--- config.mk ---
export PLATFORM = sky130hd
export DESIGN_NAME = pipeline_hazard_controller
export DESIGN_NICKNAME = d
export VERILOG_FILES = /design/src/rtl/pipeline_hazard_controller.sv
export SDC_FILE = /design/constraint.sdc
export NUM_CORES = 1
export LEC_CHECK = 0
export CAP_MARGIN = 0
export CORE_MARGIN = 2
export CORE_UTILIZATION = 39
export DETAILED_ROUTE_END_ITERATION = 6
export DONT_BUFFER_PORTS = 1
export GPL_ROUTABILITY_DRIVEN = 1
export HOLD_SLACK_MARGIN = 0.1
export PLACE_DENSITY_LB_ADDON = 0.12
export SLEW_MARGIN = 15
export SYNTH_ARGS = -nofsm -noshare
export SYNTH_HDL_FRONTEND = slang
export SYNTH_SLANG_ARGS = --single-unit
export TNS_END_PERCENT = 20
--- constraint.sdc ---
create_clock -name Clk -period 1.55 [get_ports Clk]
set_input_delay 0.2325 -clock Clk [delete_from_list [all_inputs] [get_ports Clk]]
set_output_delay 0.2325 -clock Clk [all_outputs]
set_load 0.01 [all_outputs]
--- src/rtl/pipeline_hazard_controller.sv ---
// pipeline_hazard_controller
//   Hazard/stall controller for a five-stage in-order pipeline. It resolves
//   load-use hazards by a one-cycle stall, squashes wrong-path instructions
//   on a taken branch/jump, freezes the pipe while the data memory is busy,
//   and latches a sticky fault if the memory never answers.
//
//   Optional feature macro: STALL_COUNTER_EN adds a saturating 16-bit
//   Stall_Count output that counts cycles with PC_Enable low (RUN/MEM_WAIT).
//
// Ports
//   Clk, Reset_n          clock, asynchronous active-low reset
//   MemRead_EX            load instruction in EX
//   Write_Register_EX     destination register of the EX instruction
//   Rs_ID, Rt_ID          source registers of the ID instruction
//   Branch_Taken_EX       resolved taken branch/jump in EX
//   Mem_Access_MEM        load or store in MEM
//   Mem_Ready             data memory completion strobe
//   *_Enable              stage register load enables
//   IF_ID_Flush/ID_EX_Flush  load a NOP into that stage register
//   MEM_WB_Bubble         clear write-back controls on the next MEM_WB load
//   Mem_Req               memory request
//   Mem_Timeout           sticky memory timeout fault
//   Stall_Count           (STALL_COUNTER_EN only) saturating stall counter
//
// Outputs are combinational from state and inputs; all outputs are forced to
// 0 while Reset_n is low.

`timescale 1ns/1ps

module pipeline_hazard_controller #(
  parameter int unsigned MEM_TIMEOUT_CYCLES = 15
) (
  input  logic       Clk,
  input  logic       Reset_n,
  input  logic       MemRead_EX,
  input  logic [4:0] Write_Register_EX,
  input  logic [4:0] Rs_ID,
  input  logic [4:0] Rt_ID,
  input  logic       Branch_Taken_EX,
  input  logic       Mem_Access_MEM,
  input  logic       Mem_Ready,
  output logic       PC_Enable,
  output logic       IF_ID_Enable,
  output logic       ID_EX_Enable,
  output logic       EX_MEM_Enable,
  output logic       MEM_WB_Enable,
  output logic       IF_ID_Flush,
  output logic       ID_EX_Flush,
  output logic       MEM_WB_Bubble,
  output logic       Mem_Req,
  output logic       Mem_Timeout
`ifdef STALL_COUNTER_EN
  ,
  output logic [15:0] Stall_Count
`endif
);

  typedef enum logic [1:0] {
    RUN      = 2'd0,
    MEM_WAIT = 2'd1,
    FAULT    = 2'd2
  } state_e;

  // Last counter value that may still wait; reaching it without Mem_Ready faults.
  localparam logic [7:0] CNT_LAST = 8'(MEM_TIMEOUT_CYCLES - 32'd1);

  state_e     state_q, state_d;
  logic [7:0] cnt_q, cnt_d;

  logic load_use_s;
  logic mem_busy_s;

  // Register 0 is hard-wired zero, so a load targeting it never creates a hazard.
  assign load_use_s = MemRead_EX & (Write_Register_EX != 5'd0) &
                      ((Write_Register_EX == Rs_ID) | (Write_Register_EX == Rt_ID));

  // Memory is outstanding and has not completed this cycle -> freeze the pipe.
  assign mem_busy_s = (((state_q == RUN) & Mem_Access_MEM) | (state_q == MEM_WAIT)) & ~Mem_Ready;

  // State and timeout counter registers.
  always_ff @(posedge Clk or negedge Reset_n) begin
    if (!Reset_n) begin
      state_q <= RUN;
      cnt_q   <= 8'd0;
    end else begin
      state_q <= state_d;
      cnt_q   <= cnt_d;
    end
  end

  // Next-state and counter logic.
  always_comb begin
    state_d = state_q;
    cnt_d   = cnt_q;
    case (state_q)
      RUN: begin
        if (mem_busy_s) begin
          state_d = MEM_WAIT;
          cnt_d   = 8'd0;
        end else begin
          state_d = RUN;
          cnt_d   = cnt_q;
        end
      end
      MEM_WAIT: begin
        if (Mem_Ready) begin
          state_d = RUN;
          cnt_d   = 8'd0;
        end else if (cnt_q == CNT_LAST) begin
          state_d = FAULT;
          cnt_d   = cnt_q;
        end else begin
          state_d = MEM_WAIT;
          cnt_d   = cnt_q + 8'd1;
        end
      end
      FAULT: begin
        state_d = FAULT;
        cnt_d   = cnt_q;
      end
      default: begin
        state_d = RUN;
        cnt_d   = 8'd0;
      end
    endcase
  end

  // Output decode; the normal (non-frozen) decode gives branch priority over load-use.
  always_comb begin
    PC_Enable     = 1'b0;
    IF_ID_Enable  = 1'b0;
    ID_EX_Enable  = 1'b0;
    EX_MEM_Enable = 1'b0;
    MEM_WB_Enable = 1'b0;
    IF_ID_Flush   = 1'b0;
    ID_EX_Flush   = 1'b0;
    MEM_WB_Bubble = 1'b0;
    Mem_Req       = 1'b0;
    Mem_Timeout   = 1'b0;
    if (!Reset_n) begin
      Mem_Req = 1'b0;
    end else begin
      case (state_q)
        RUN, MEM_WAIT: begin
          Mem_Req = (state_q == MEM_WAIT) | Mem_Access_MEM;
          if (mem_busy_s) begin
            MEM_WB_Enable = 1'b1;
            MEM_WB_Bubble = 1'b1;
          end else begin
            PC_Enable     = 1'b1;
            IF_ID_Enable  = 1'b1;
            ID_EX_Enable  = 1'b1;
            EX_MEM_Enable = 1'b1;
            MEM_WB_Enable = 1'b1;
            if (Branch_Taken_EX) begin
              IF_ID_Flush = 1'b1;
              ID_EX_Flush = 1'b1;
            end else if (load_use_s) begin
              PC_Enable    = 1'b0;
              IF_ID_Enable = 1'b0;
              ID_EX_Flush  = 1'b1;
            end else begin
              IF_ID_Flush = 1'b0;
            end
          end
        end
        FAULT: begin
          Mem_Timeout = 1'b1;
        end
        default: begin
          Mem_Timeout = 1'b0;
        end
      endcase
    end
  end

`ifdef STALL_COUNTER_EN
  logic [15:0] stall_cnt_q;

  // Saturating count of cycles the PC is held in RUN/MEM_WAIT.
  always_ff @(posedge Clk or negedge Reset_n) begin
    if (!Reset_n) begin
      stall_cnt_q <= 16'd0;
    end else if ((state_q != FAULT) && !PC_Enable && (stall_cnt_q != 16'hFFFF)) begin
      stall_cnt_q <= stall_cnt_q + 16'd1;
    end else begin
      stall_cnt_q <= stall_cnt_q;
    end
  end

  assign Stall_Count = stall_cnt_q;
`endif

endmodule

==> impl_metrics.csv, run 1 <==
group,metric,value,unit
clocking,cts_tree,"built",
layout,finalInstanceArea,0.00105,mm2
route,first_pass_iters,4,
power_and_ir_drop,p_int,0.481,mW
worst_hold_path,min_path_type,"in2reg",
sta,setup_slack,-0.0713,ns
worst_setup_path,worstSetupPathType,"reg2out",
route,drt_wl_total,1.93,mm
clocking,cts_sinks,10,
clocking,htreeDepth,1,
yosys,syn_inst,92,
layout,drive_gt1_share,32.1,%
layout,area_delta_synth_final,37.3,%
yosys,ys.flop_type,"dfrtp_1",
yosys,synth_edf_count,0,
power_and_ir_drop,total_power,0.670,mW
yosys,netlist.area_leader.share,32.7,%
die,core-area,0.00190,mm2
worst_setup_path,timing.rr.end,"cnt_q[2]$_DFFE_PN0P_",
yosys,synth_cell_types,31,
die,rows,16,
run_status,violations,"negative setup slack",
clocking,cts_root_buf,"clkbuf_4",
global_routing,grt_pass1_vias,755,
worst_hold_path,hp-start,"Mem_Ready",
power_and_ir_drop,combPwrFrac,22.0,%
global_routing,antenna_found_initial,0,
sta,timing.slew.headroom,68.6,%
job,cap_violations,0,
global_routing,grt_max_degree,16,
sta,clock_skew,0.00242,ns
worst_setup_path,critPathArrivalTime,1.39,ns
yosys,ys_ff_latch,10,
placement,gp_congestion,0.861,
route,ant_nets,0,
yosys,yosysWarnings,0,
sta,finalCritPeriodShare,105,%
clocking,cts_max_path_buffers,2,
yosys,netlist_area,766,um2
worst_setup_path,critPathRequiredTime,1.32,ns
sta,setup_viol,5,
global_routing,grt-ovfl-total,0,
run_status,status,"complete, but fails checks",
route,routedWlPerCell,13.9,um
clocking,clkLatencyLatePin,0.28,ns
worst_setup_path,crit_path_max_fanout,3,
worst_setup_path,rrSetupSlack,-0.05,ns
sta,fmax,617,MHz
worst_setup_path,reg2reg_from,"cnt_q[0]$_DFFE_PN0P_",
sta,drv_slew,0,
yosys,yosysSeqAreaShare,32.7,%
worst_hold_path,hold-path-endpoint,"cnt_q[1]$_DFFE_PN0P_",
sta,rsz0062_at_grt,"yes",
route,drt-initial-drc-count,11,
placement,dpl-instance-area,886,um2
route,vias_per_cell,5.46,
placement,dp_hpwl,1.36,mm
power_and_ir_drop,peakVddDrop,0.000554,V
die,start_util,40.3,%
global_routing,grt.total_usage,17.9,%
sta,finalHoldViolCount,0,
yosys,yosys.area.top_type,"dfrtp_1",
yosys,async_flop_share,100,%
power_and_ir_drop,switchingPower,0.189,mW
power_and_ir_drop,powerDensity,637,mW/mm2
layout,antenna_cells,0,
clocking,numCtsBuffers,3,
die,ios,31,
power_and_ir_drop,swShare,28.2,%
route,num_vias,759,
worst_setup_path,crit_path_end_kind,"output pin",
placement,portBuffers,0,
worst_setup_path,worstSetupStartpointType,"flop",
global_routing,grt_pass1_wl,3.25,mm
worst_setup_path,ff2ff_path_depth,6,
power_and_ir_drop,p_leak,0.483,nW
yosys,synth_area_leaders,"dfrtp_1 33%, xor2_1 11%, o21ai_0 4.6%",
clocking,clkTransAtPathRegs,0.07,ns
layout,final_nets,136,
die,die_y,48.3,um
layout,fill_cells,178,
worst_hold_path,whs_path_depth,3,
sta,worst_pin_slew,0.469,ns
yosys,syn_nets,115,
die,die_x,48.3,um
route,route.detailed.drc,0,
sta,fin_crit,1.62,ns
power_and_ir_drop,clock_power_share,36.5,%
power_and_ir_drop,p_seq_share,41.5,%
yosys,synth.avg_cell_area,8.32,um2
die,fp.dieArea,0.00233,mm2
[critical path, stage by stage, from the launching register on]
cell and delay [ns]:
dfrtp_1 0.39, buf_6 0.12, nand2b_4 0.14, inv_4 0.06
nand2_4 0.06, inv_4 0.06, o31a_1 0.27
[how the worst max path moves through the flow]
| stage | endpoint | slack, ns | from | depth (start not counted) |
|---|---|---|---|---|
| 3_5_place_dp | cnt_q[2]$_DFFE_PN0P_ | 0.01 | cnt_q[0]$_DFFE_PN0P_ | 6 |
| 5_1_grt | PC_Enable | -0.12 | state_q[1]$_DFF_PN0_ | 6 |
| 3_3_place_gp | cnt_q[4]$_DFFE_PN0P_ | 0.04 | cnt_q[5]$_DFFE_PN0P_ | 5 |
| 6_report | IF_ID_Enable | -0.07 | state_q[1]$_DFF_PN0_ | 6 |
| 2_1_floorplan | cnt_q[5]$_DFFE_PN0P_ | -0.007 | cnt_q[5]$_DFFE_PN0P_ | 4 |
| 4_1_cts | IF_ID_Enable | -0.04 | state_q[1]$_DFF_PN0_ | 6 |
[logic make-up after synthesis]
logic type | Yosys count | synth area share, %
AND/OR/NAND/NOR | 36 | 27.1
AO/OA/AOI/OAI | 24 | 19.6
XOR/XNOR | 10 | 11.4
buffers and inverters | 10 | 5.88
flip-flops | 10 | 32.7
adder cells (fa/ha/maj) | 2 | 3.27
[placed cells by master, fill, tap and decap left out, drive strengths merged, types with 2 or more instances in the layout]
master  synthesis  routed
and3            2       2
o22a            2       2
a21oi           4       4
xor2           10      10
nor3            7       7
dfrtp          10      10
or3             3       3
nand3           5       5
clkbuf          1       4
o31ai           3       3
ha              2       2
buf             2      18
or4             3       3
nand2           3       3
nor2            7       7
o21ai           9       9
inv             7       7
[cells in the mapped netlist (2+ instances only)]
library cell / count
a21oi_1: 4
nor2_1: 7
buf_4: 2
nand2_1: 3
o21ai_0: 7
o21ai_1: 2
ha_1: 2
or4_1: 3
xor2_1: 10
nand3_1: 5
o31ai_1: 3
or3_1: 3
dfrtp_1: 10
o22a_1: 2
inv_1: 7
nor3_1: 6
and3_1: 2
[power groups by stage]
stage,registers (mW),clock network (mW),logic (mW)
after global placement,0.283,0,0.109
after floorplan,0.282,0,0.0817
after global routing,0.280,0.263,0.163
after detailed placement,0.283,0,0.109
after CTS,0.278,0.247,0.138
final,0.278,0.245,0.147
[flip-flops by register name, indices dropped and copies added (netlist names)]
signal / flops
cnt_q: 8
state_q: 2
[per-stage QoR]
step	utilization, %	hold WS, ns	setup WS (ns)	setup TNS, ns	std cells
after floorplan	-	-0.0631	-0.00663	-0.00663	92
after global placement	46.6	-0.0629	0.0399	0	130
after detailed placement	46.6	-0.0629	0.0102	0	130
after CTS	53.2	0.235	-0.0429	-0.134	139
after global routing	55.3	0.179	-0.124	-0.703	139
final	55.3	0.157	-0.0713	-0.231	139
[final cells by class]
class / count / area, um2 / area share [%]
clock buffer: 4 / 36.3 / 3.45
multi-input combinational: 72 / 539 / 51.3
inverter: 7 / 31.3 / 2.98
tap: 27 / 33.8 / 3.21
sequential: 10 / 250 / 23.8
timing repair buffer: 19 / 160 / 15.2
[routing by layer]
| layer | part of all wire [%] | global-route usage (%) | up-vias |
|---|---|---|---|
| met5 | 0 | 0 | - |
| met4 | 2.1 | 11.4 | 0 |
| met3 | 6.4 | 3.40 | 5 |
| met2 | 51 | 31.9 | 28 |
| met1 | 40 | 19.5 | 357 |
| li1 | - | - | 369 |
[repair_timing]
action,4_1_cts,5_1_grt
hold buffers,1,0
setup buffers,4,0
hold endpoints to repair,10,0
resized for setup,12,13
pin swaps,3,2
setup endpoints to repair,7,12
cloned,0,0
(Power assumes the default switching activity.)
==> run 2: changes to the inputs <==
Settings changed: ABC_AREA set to 1, RECOVER_POWER set to 100.
==> impl_metrics.csv, run 2 <==
group,metric,value,unit
sta,timing.hold.ws,0.187,ns
worst_setup_path,cp_slowest_stage_delay,0.40,ns
worst_setup_path,critPathArrivalTime,1.28,ns
route,num_vias,869,
layout,drive_gt1_share,14.3,%
clocking,cts_max_path_buffers,2,
layout,instances_no_fill,182,
power_and_ir_drop,total_power,0.591,mW
route,drt_wl_total,1.91,mm
die,die_x,51.4,um
clocking,cts_sinks,10,
yosys,ys.flop_type,"dfrtp_1",
global_routing,grt_pass1_vias,797,
worst_setup_path,rrSetupSlack,0.18,ns
route,first_pass_iters,4,
clocking,cts_tree,"built",
clocking,numCtsBuffers,3,
yosys,ys_ff_latch,10,
sta,fin_crit,1.51,ns
route,ant_nets,0,
yosys,netlist_area,877,um2
global_routing,grt-ovfl-total,0,
sta,timing.slew.headroom,66.1,%
yosys,yosys-top-cells-count,"48 x nand2_1, 29 x inv_1, 15 x nor2_1",
worst_setup_path,worst-path-buf-inv,2,
layout,largest_reg_flops,8,
layout,finalInstanceArea,983,um2
sta,worst_pin_slew,0.507,ns
layout,layout_commonest_cell,"nand2_1",
yosys,synth_cell_types,18,
yosys,synth_edf_count,0,
yosys,syn_inst,145,
yosys,yosysWarnings,0,
layout,final_util,45.3,%
sta,drv_slew,0,
sta,finalHoldViolCount,0,
die,ios,31,
worst_setup_path,worstSetupPathType,"reg2out",
yosys,yosysSeqAreaShare,28.5,%
yosys,async_flop_share,100,%
die,die_y,51.4,um
worst_hold_path,hp-start,"Mem_Ready",
sta,clock_skew,0.00216,ns
global_routing,grt_max_degree,11,
die,core-area,0.00217,mm2
worst_setup_path,crit_path_max_fanout,4,
power_and_ir_drop,p_leak,0.569,nW
route,drt-initial-drc-count,15,
worst_setup_path,cpMaxStageDelayCell,"dfrtp_1",
worst_setup_path,reg2reg_from,"cnt_q[5]$_DFFE_PN0P_",
power_and_ir_drop,peakVddDrop,0.000373,V
worst_setup_path,worstSetupStartpointType,"flop",
worst_setup_path,crit_path_end_kind,"output pin",
route,routedWlPerCell,10.5,um
layout,most-common-layout-cells,"46 x nand2_1, 29 x inv_1, 14 x nor2_1, 10 x dfrtp_1, 9 x o21ai_0",
yosys,syn_nets,168,
worst_setup_path,critPathRequiredTime,1.32,ns
global_routing,grt_pass1_wl,3.25,mm
power_and_ir_drop,powerDensity,601,mW/mm2
layout,multiInputGateArea,495,um2
die,rows,17,
placement,dp_hpwl,1.42,mm
placement,portBuffers,0,
clocking,cts_root_buf,"clkbuf_4",
die,start_util,40.4,%
run_status,status,"finished clean",
route,route.detailed.drc,0,
layout,seqCellArea,250,um2
yosys,yosys.area.top_type,"dfrtp_1",
worst_setup_path,crit_chain,"nor2_2 -> nor2_1 -> nand2_1 -> nand2_1 -> inv_2 -> nand2_2 -> inv_1",
sta,rsz0062_at_grt,"yes",
layout,top_regs,"cnt_q: 8 flops, state_q: 2 flops",
worst_setup_path,cp_top_family,"simple AND/OR/NAND/NOR gates",
worst_hold_path,min_path_type,"in2reg",
worst_setup_path,cp_common_cell,"nand2_1",
sta,fmax,660,MHz
placement,dpl-instance-area,912,um2
placement,placedCellCount,173,
yosys,netlist.area_leader.share,28.5,%
layout,area_delta_synth_final,12.1,%
sta,setup_viol,0,
global_routing,grt.total_usage,16.6,%
yosys,synth.avg_cell_area,6.05,um2
clocking,clkLatencyLatePin,0.26,ns
sta,finalCritPeriodShare,97.7,%
placement,gp_congestion,0.834,
clocking,clkTransAtPathRegs,0.07,ns
die,fp.dieArea,0.00264,mm2
layout,top_register,"cnt_q",
global_routing,antenna_found_initial,0,
yosys,synth_area_leaders,"dfrtp_1 29%, nand2_1 21%, inv_1 12%",
route,vias_per_cell,4.77,
layout,antenna_cells,0,
worst_setup_path,critPathLaunch,"state_q[0]$_DFF_PN0_",
clocking,htreeDepth,1,
yosys,synth.most_common_cell,"nand2_1",
job,cap_violations,0,
layout,fill_cells,241,
layout,final_nets,179,
run 2: cell types whose count changed after synthesis, moves of 4 or more:
| cell | change |
|---|---|
| inv_1 | +22 |
| nand2_1 | +45 |
| nand4_1 | +7 |
| nor2_1 | +8 |
| nor3_1 | -4 |
| xor2_1 | -10 |
run 2: routing by layer:
| layer | track usage, % | share of wire (%) |
|---|---|---|
| met5 | 0 | 0 |
| met4 | 3.07 | 0.63 |
| met3 | 6.14 | 6.0 |
| met2 | 27.1 | 44 |
| met1 | 20.9 | 49 |
run 2: report_power, final:
group          switching, mW  leakage [nW]  total (mW)  internal, mW
sequential           0.00871         0.137       0.277         0.269
clock                 0.0892        0.0138       0.179        0.0897
combinational         0.0836         0.418       0.135        0.0514
run 2: area by class of cell:
class	count	area share [%]
multi-input combinational	102	50.4
sequential	10	25.4
inverter	31	12.0
timing repair buffer	8	6.36
tap	28	3.56
clock buffer	3	2.29
run 2: final timing paths:
path                                         to  cells after the start
setup / recovery                    IF_ID_Flush                      7
hold / removal             state_q[1]$_DFF_PN0_                      3
setup reg to reg           cnt_q[7]$_DFFE_PN0P_                      7
hold reg to reg            cnt_q[1]$_DFFE_PN0P_                      2
max in group asynchronous  cnt_q[4]$_DFFE_PN0P_                      1
min in group asynchronous  state_q[0]$_DFF_PN0_                      1
run 2: through the flow:
step	setup WS (ns)	TNS, ns
2_1_floorplan	0.0947	0
3_3_place_gp	0.235	0
3_5_place_dp	0.180	0
4_1_cts	0.0381	0
5_1_grt	-0.0577	-0.239
6_report	0.0355	0
run 2: repair_timing:
action                     CTS  global route
gates cloned                 0             0
setup endpoints to repair    4             6
hold buffers                 1             0
hold endpoints to repair    10             0
pin swaps                    2             2
setup buffers                3             2
resized for setup            1             5
run 2: logic make-up (layout without fill, tap and decap cells):
kind of cell,after synthesis,after routing,synth area share [%]
xor gates and xnor gates,2,2,2.00
and+or+nand+nor,85,85,42.5
adders and majority gates,2,2,2.85
buffers and inverters,33,42,15.4
AOI/OAI and AO/OA,13,13,8.70
DFF,10,10,28.5
run 2: worst register-to-register path, stage by stage, from the launching register on:
cell and delay [ns]:
dfrtp_1 0.39, inv_1 0.14, nand4_1 0.18, nor2_4 0.12
nand2_1 0.08, nand2_2 0.14, inv_1 0.11, o21ai_1 0.13
==> run 3: changes to the inputs <==
Settings changed: RECOVER_POWER 100 to not set.
==> impl_metrics.csv, run 3 (synthesized netlist as in run 2, its figures left out) <==
group,metric,value,unit
layout,multiInputGateArea,507,um2
clocking,cts_root_buf,"clkbuf_4",
sta,fin_crit,1.52,ns
die,rows,17,
power_and_ir_drop,p_leak,0.573,nW
power_and_ir_drop,peakVddDrop,0.000374,V
route,vias_per_cell,4.79,
worst_setup_path,worstSetupPathType,"reg2out",
clocking,cts_max_path_buffers,2,
placement,dp_slack,0.180,ns
sta,timing.hold.ws,0.187,ns
sta,setup_viol,0,
clocking,cts_sinks,10,
route,ant_nets,0,
route,route.detailed.drc,0,
worst_setup_path,critPathArrivalTime,1.28,ns
route,drt-initial-drc-count,13,
clocking,htreeDepth,1,
clocking,clkTransAtPathRegs,0.07,ns
route,num_vias,872,
global_routing,grt_pass1_wl,3.25,mm
worst_setup_path,crit_chain,"nor2_2 -> nor2_1 -> nand2_1 -> nand2_1 -> inv_2 -> nand2_2 -> inv_1",
clocking,clkLatencyLatePin,0.26,ns
clocking,numCtsBuffers,3,
global_routing,grt_pass1_vias,797,
worst_setup_path,cp_top_family,"simple AND/OR/NAND/NOR gates",
layout,top_register,"cnt_q",
sta,worst_pin_slew,0.507,ns
worst_setup_path,crit_path_end_kind,"output pin",
global_routing,grt_max_degree,11,
worst_setup_path,cp_common_cell,"nand2_1",
layout,finalInstanceArea,997,um2
layout,antenna_cells,0,
route,drt_wl_total,1.91,mm
sta,rsz0062_at_grt,"yes",
worst_hold_path,whs_path_depth,3,
worst_setup_path,rrSetupSlack,0.27,ns
layout,most-common-layout-cells,"45 x nand2_1, 28 x inv_1, 14 x nor2_1, 10 x dfrtp_1, 9 x o21ai_0",
global_routing,grt.total_usage,16.6,%
sta,clock_skew,0.00247,ns
layout,layout_commonest_cell,"nand2_1",
layout,largest_reg_flops,8,
worst_hold_path,hp-start,"Mem_Ready",
sta,timing.slew.headroom,66.1,%
worst_hold_path,min_path_type,"in2reg",
run_status,status,"finished clean",
layout,instances_no_fill,182,
worst_setup_path,critPathLaunch,"state_q[0]$_DFF_PN0_",
sta,final.setup.tns,0,ns
worst_setup_path,timing.rr.end,"cnt_q[5]$_DFFE_PN0P_",
placement,dpl-instance-area,912,um2
worst_setup_path,crit_path_max_fanout,4,
route,first_pass_iters,4,
worst_setup_path,cpMaxStageDelayCell,"dfrtp_1",
placement,portBuffers,0,
die,die_x,51.4,um
die,fp.dieArea,0.00264,mm2
layout,top_regs,"cnt_q: 8 flops, state_q: 2 flops",
die,ios,31,
sta,finalHoldViolCount,0,
layout,final_nets,179,
worst_setup_path,reg2reg_from,"state_q[0]$_DFF_PN0_",
global_routing,antenna_found_initial,0,
placement,dp_hpwl,1.42,mm
die,start_util,40.4,%
sta,fmax,660,MHz
power_and_ir_drop,total_power,0.597,mW
worst_setup_path,cp_slowest_stage_delay,0.40,ns
worst_setup_path,critPathRequiredTime,1.32,ns
sta,setup_slack,0.0345,ns
die,die_y,51.4,um
layout,area_delta_synth_final,13.7,%
worst_setup_path,worstSetupStartpointType,"flop",
worst_hold_path,hold-path-endpoint,"state_q[1]$_DFF_PN0_",
worst_setup_path,ff2ff_path_depth,8,
layout,fill_cells,241,
layout,seqCellArea,250,um2
placement,gp_congestion,0.834,
clocking,cts_tree,"built",
job,cap_violations,0,
route,routedWlPerCell,10.5,um
global_routing,grt-ovfl-total,0,
layout,drive_gt1_share,16.2,%
worst_setup_path,worst-path-buf-inv,2,
power_and_ir_drop,powerDensity,598,mW/mm2
sta,finalCritPeriodShare,97.8,%
die,core-area,0.00217,mm2
placement,placedCellCount,173,
sta,drv_slew,0,
layout,final_util,46.0,%
-- run 3: report_power, final --
part	switching (mW)	internal, mW	total (mW)
sequential	0.00871	0.269	0.277
combinational	0.0865	0.0531	0.140
clock	0.0899	0.0897	0.180
-- run 3: worst register-to-register path, stage by stage (launching register included) --
cell and delay (ns):
dfrtp_1 0.38, buf_4 0.12, buf_4 0.10, nand2_1 0.06, nor2_1 0.16, nand2_2 0.10
nand2_4 0.12, inv_4 0.06, o21ai_2 0.11
-- run 3: worst max path at each step --
stage / endpoint / slack (ns) / cells past startpoint
finish: IF_ID_Flush / 0.03 / 7
detailed placement: PC_Enable / 0.18 / 7
global placement: PC_Enable / 0.24 / 7
CTS: PC_Enable / 0.04 / 7
floorplan: PC_Enable / 0.09 / 8
global route: ID_EX_Flush / -0.06 / 7
-- run 3: what timing repair did --
action                                  CTS  global route
hold endpoints to repair                 10             0
pin swaps                                 2             2
buffers inserted                          3             2
gates resized for setup                   1             5
endpoints found under the setup margin    4             6
hold buffers                              1             0
-- run 3: layout make-up --
cell class	count	share of cell area, %
clock buffers	3	2.26
inverters	31	12.0
multi-input cells	102	50.8
flip-flops and latches	10	25.1
well taps	28	3.51
repair buffers	8	6.27
-- run 3: layer usage --
layer	vias to the layer above	share of wire, %	GRT usage [%]
met5	-	0	0
met4	0	0.63	3.07
met3	2	5.9	6.14
met2	23	45	27.1
met1	384	49	20.9
li1	463	-	-
